[config.mk]
export PLATFORM = sky130hd
export DESIGN_NAME = cpu_fetch_sequencer
export DESIGN_NICKNAME = d
export VERILOG_FILES = /design/src/rtl/cpu_pkg.sv /design/src/rtl/cpu_fetch_sequencer_pc_counter.sv /design/src/rtl/cpu_fetch_sequencer.sv
export SDC_FILE = /design/constraint.sdc
export NUM_CORES = 1
export LEC_CHECK = 0
export CAP_MARGIN = 20
export CORE_MARGIN = 4
export CORE_UTILIZATION = 35
export DETAILED_ROUTE_END_ITERATION = 8
export PLACE_DENSITY_LB_ADDON = 0.2
export SKIP_LAST_GASP = 1
export SYNTH_ARGS = -nofsm -noshare
export SYNTH_HDL_FRONTEND = slang
export SYNTH_SLANG_ARGS = --single-unit
[constraint.sdc]
create_clock -name clk -period 1.79 [get_ports clk]
set_clock_uncertainty 0.05 [all_clocks]
set_input_delay 0.4475 -clock clk [delete_from_list [all_inputs] [get_ports clk]]
set_output_delay 0.4475 -clock clk [all_outputs]
set_load 0.02 [all_outputs]
[src/rtl/cpu_pkg.sv]
`default_nettype none
// ============================================================================
// cpu_pkg : shared state encoding, halt opcode and data width for the 8-bit CPU
// Revision: 1.0
// ============================================================================
package cpu_pkg;

    localparam int         CPU_DW      = 8;
    localparam logic [7:0] HALT_OPCODE = 8'hFF;

    typedef enum logic [1:0] {
        ST_IDLE  = 2'd0,
        ST_REQ   = 2'd1,
        ST_ISSUE = 2'd2,
        ST_HALT  = 2'd3
    } fetch_state_t;

endpackage
`default_nettype wire

[src/rtl/cpu_fetch_sequencer_pc_counter.sv]
`default_nettype none
// ============================================================================
// pc_counter : AW-bit program counter with load (priority) and increment
// Revision: 1.0
// ============================================================================
module pc_counter #(
    parameter int             AW       = 8,
    parameter logic [AW-1:0]  RESET_PC = '0
) (
    input  logic          clk,
    input  logic          rst,
    input  logic          load,
    input  logic          inc,
    input  logic [AW-1:0] load_val,
    output logic [AW-1:0] pc,
    output logic [AW-1:0] pc_next
);

    localparam logic [AW-1:0] ONE = AW'(1);

    always_comb begin
        pc_next = pc;
        if (load) begin
            pc_next = load_val;
        end else if (inc) begin
            pc_next = pc + ONE;
        end
    end

    always_ff @(posedge clk or negedge rst) begin
        if (!rst) begin
            pc <= RESET_PC;
        end else begin
            pc <= pc_next;
        end
    end

endmodule
`default_nettype wire

[src/rtl/cpu_fetch_sequencer.sv]
`default_nettype none
// ============================================================================
// cpu_fetch_sequencer : fetch/issue controller feeding the CPU iBus
// Revision: 1.0
// ============================================================================
module cpu_fetch_sequencer
    import cpu_pkg::*;
#(
    parameter int             AW       = 8,
    parameter int             DW       = CPU_DW,
    parameter logic [AW-1:0]  RESET_PC = '0,
    parameter logic [DW-1:0]  HALT_OP  = DW'(HALT_OPCODE)
) (
    input  logic          clk,
    input  logic          rst,
    input  logic          start,
    input  logic          pc_load,
    input  logic [AW-1:0] pc_load_val,
    output logic          mem_req,
    output logic [AW-1:0] mem_addr,
    input  logic          mem_ack,
    input  logic [DW-1:0] mem_rdata,
    output logic [DW-1:0] inst,
    output logic          cpu_en,
    output logic [AW-1:0] pc,
    output logic          halted
);

    fetch_state_t  state;
    logic          abort;
    logic          load;
    logic          inc;
    logic [AW-1:0] pc_next;

    always_comb begin
        load = pc_load && (state != ST_HALT);
        inc  = (state == ST_ISSUE);
    end

    pc_counter #(
        .AW       (AW),
        .RESET_PC (RESET_PC)
    ) u_pc (
        .clk      (clk),
        .rst      (rst),
        .load     (load),
        .inc      (inc),
        .load_val (pc_load_val),
        .pc       (pc),
        .pc_next  (pc_next)
    );

    always_ff @(posedge clk or negedge rst) begin
        if (!rst) begin
            state    <= ST_IDLE;
            abort    <= 1'b0;
            mem_req  <= 1'b0;
            mem_addr <= RESET_PC;
            inst     <= '0;
            cpu_en   <= 1'b0;
            halted   <= 1'b0;
        end else begin
            cpu_en <= 1'b0;
            case (state)
                ST_IDLE: begin
                    if (start) begin
                        state    <= ST_REQ;
                        mem_req  <= 1'b1;
                        mem_addr <= pc_next;
                    end
                end
                ST_REQ: begin
                    if (mem_ack) begin
                        // A jump arrived while this word was in flight: drop it
                        // and immediately refetch from the new pc.
                        if (abort || pc_load) begin
                            abort    <= 1'b0;
                            mem_addr <= pc_next;
                        end else begin
                            inst    <= mem_rdata;
                            cpu_en  <= (mem_rdata != HALT_OP);
                            mem_req <= 1'b0;
                            state   <= ST_ISSUE;
                        end
                    end else if (pc_load) begin
                        abort <= 1'b1;
                    end
                end
                ST_ISSUE: begin
                    if (inst == HALT_OP) begin
                        state  <= ST_HALT;
                        halted <= 1'b1;
                    end else begin
                        state    <= ST_REQ;
                        mem_req  <= 1'b1;
                        mem_addr <= pc_next;
                    end
                end
                ST_HALT: begin
                    if (start) begin
                        state    <= ST_REQ;
                        mem_req  <= 1'b1;
                        mem_addr <= pc_next;
                        halted   <= 1'b0;
                    end
                end
                default: state <= ST_IDLE;
            endcase
        end
    end

endmodule
`default_nettype wire

==> impl_metrics.json <==
{
  "min_period_over_period_pct": 98.2,
  "cts-root-buf": "clkbuf_8",
  "area_delta_synth_final_pct": 50.8,
  "finalPower_mw": 3.83,
  "worstPathRequired_ns": 1.29,
  "design_area_mm2": 0.00214,
  "cp_top_family": "buffers and inverters",
  "die_area_mm2": 0.00513,
  "powerDensity_mw_per_mm2": 1790,
  "port_buffers": 47,
  "vdd_drop_max_uv": 891,
  "drtIter0Drc": 69,
  "numClockSinks": 30,
  "tightest_slew_ns": 0.375,
  "htreeDepth": 2,
  "finalWirelength_um": 3170,
  "grt_usage_pct": 13.3,
  "synth_edf_count": 0,
  "path_class": "reg -> out",
  "routed_via_density": 4.91,
  "setup_viol": 0,
  "place_inst": 219,
  "start_util_pct": 37.6,
  "grt_pass1_vias": 1171,
  "hpwl_um": 2430,
  "drc_errors": 0,
  "endpoint_kind": "primary output",
  "synth.distinct_cells": 28,
  "cp.buffers_inverters": 1,
  "cts_max_path_buffers": 2,
  "syn_area_per_cell_um2": 12.0,
  "cts_tree": "yes",
  "ios": 48,
  "max_freq_ghz": 0.569,
  "dr.pass1.iters": 3,
  "relSlewSlack_pct": 75.0,
  "leakage_nw": 0.939,
  "rsz0062_at_grt": "true",
  "placementRows": 22,
  "setup.worst_path.start_class": "register",
  "cp_max_fo": 3,
  "fp.dieW_um": 71.6,
  "grt_pass1_wl_um": 5330,
  "fp.coreArea_mm2": 0.00377,
  "outcome": "completed",
  "ys_seq_elements": 30,
  "arrival_ns": 1.26,
  "placed_cell_area_mm2": 0.00200,
  "period_needed_ns": 1.76,
  "vias": 1115,
  "async_flop_share_pct": 100,
  "clk_pin_slew_ns": 0.06,
  "hold_ws_ns": 0.443,
  "grt_overflow_total": 0,
  "hold_violations": 0,
  "grt_antenna_before_repair": 0,
  "yosysSeqAreaShare_pct": 53.0,
  "hold_buffers": 0,
  "antenna_cells": 0,
  "routedWlPerCell_um": 14.0,
  "drv_slew": 0,
  "worst_skew_pair.late_latency_ns": 0.27,
  "gp_congestion": 0.781,
  "stdcell_count": 227,
  "ys.flop_type": "dfrtp_1",
  "final_antenna_net_count": 0,
  "synth_warnings": 0,
  "slowest_stage": "clkdlybuf4s50_1",
  "path_cells": "clkdlybuf4s50_1",
  "fin_nets": 205,
  "cts_buffers": 5,
  "chipHeight_um": 71.6,
  "max_cap_viol_count": 0,
  "min_path_type": "reg -> reg",
  "drive_above_1_share_pct": 24.6,
  "fin_util_pct": 56.6,
  "synthCells": 118,
  "synth_area_mm2": 0.00142,
  "syn_nets": 144,
  "grt_max_degree": 31,
  "cpPeakStageDelay_ns": 0.62
}
Yosys cell counts (all sizes together), types with 2 or more instances:
| cell type | number | area [um^2] |
|---|---|---|
| dfrtp | 30 | 751 |
| mux2 | 16 | 180 |
| nand2 | 11 | 48.8 |
| o21ai | 11 | 55.1 |
| nand4 | 7 | 50.1 |
| ha | 5 | 62.6 |
| a21oi | 4 | 20.0 |
| a31oi | 4 | 37.5 |
| inv | 4 | 15.0 |
| nor2 | 4 | 22.5 |
| or3 | 4 | 25.0 |
| buf | 3 | 21.3 |
| xor2 | 3 | 26.3 |
| mux2i | 2 | 20.0 |
| nor2b | 2 | 12.5 |
| o21a | 2 | 15.0 |
logic make-up (layout without fill, tap and decap cells):
| logic type | after synthesis | in the layout | synth area share, % |
|---|---|---|---|
| AO/OA/AOI/OAI | 23 | 23 | 10.2 |
| flip-flops | 30 | 30 | 53.0 |
| XOR/XNOR | 4 | 4 | 2.47 |
| multiplexers | 18 | 18 | 14.1 |
| adder cells (fa/ha/maj) | 5 | 5 | 4.42 |
| AND/OR/NAND/NOR | 31 | 32 | 13.2 |
| buffers and inverters | 7 | 67 | 2.56 |
metal layers:
metal  track usage [%]  routed length [um]  part of all wire, %  up-vias
met4              5.64                  39                  1.2        0
met1              17.2                1440                   45      541
met3              4.21                 159                  5.0        5
met2              20.6                1530                   48       22
li1                  -                   -                    -      547
met5                 0                   0                    0        -
sequential cells by signal (all words and copies together) (netlist names):
register  cells
cpu_en        1
mem_req       1
state         2
abort         1
inst          8
halted        1
u_pc.pc       8
mem_addr      8
final timing paths:
kind                                         start                      end  slack (ns)  cells past startpoint
setup / recovery               inst[5]$_DFFE_PN0P_                  inst[5]        0.03                      1
hold / removal             mem_addr[7]$_DFFE_PN0P_  mem_addr[7]$_DFFE_PN0P_        0.44                      1
setup reg to reg              state[0]$_DFFE_PN0P_  mem_addr[7]$_DFFE_PN0P_        0.05                      7
hold reg to reg            mem_addr[7]$_DFFE_PN0P_  mem_addr[7]$_DFFE_PN0P_        0.44                      1
max in group asynchronous                      rst     u_pc.pc[4]$_DFF_PN0_        0.90                      2
min in group asynchronous                      rst         cpu_en$_DFF_PN0_        0.52                      2
power breakdown:
group	total [mW]	switching, mW	internal (mW)	leakage, nW
sequential	1.28	0.274	1.01	0.355
clock	0.494	0.227	0.267	0.0383
combinational	2.05	1.02	1.04	0.545
total	3.83	1.52	2.31	0.939
worst reg2reg max path: stages (launching register included):
cell and delay, ns:
dfrtp_1 0.40, inv_1 0.07, ha_2 0.27, nor2b_2 0.17
a21oi_2 0.13, buf_4 0.15, nand2_8 0.08, mux2_1 0.31
layout make-up:
class,count,area (um^2)
fill,319,1640
timing repair buffer,56,546
sequential,30,751
inverter,4,15.0
clock buffer,7,76.3
multi-input combinational,82,688
tap,48,60.1
cell usage in the layout (no fill, tap or decap), types with 4 or more instances in the layout:
cell and n:
buf_4 9, clkbuf_8 5, clkdlybuf4s50_1 32, dfrtp_1 30, dlygate4sd2_1 8, dlymetal6s2s_1 7, ha_1 4, inv_1 4
mux2_2 13, nand2_1 10, nand4_1 6, o21ai_0 8
through the flow:
stage | worst slack [ns] | setup TNS [ns]
CTS | 0.00257 | 0
detailed placement | -0.351 | -5.79
global route | -0.0522 | -0.256
floorplan | -0.0170 | -0.104
global placement | -0.314 | -5.31
finish | 0.0316 | 0
what timing repair did:
action,in CTS,in global routing
cloned,1,0
setup endpoints to repair,23,22
resized for setup,9,19
setup buffers,0,0
pin swaps,1,3
No activity file was read; power rests on OpenSTA's default activity.
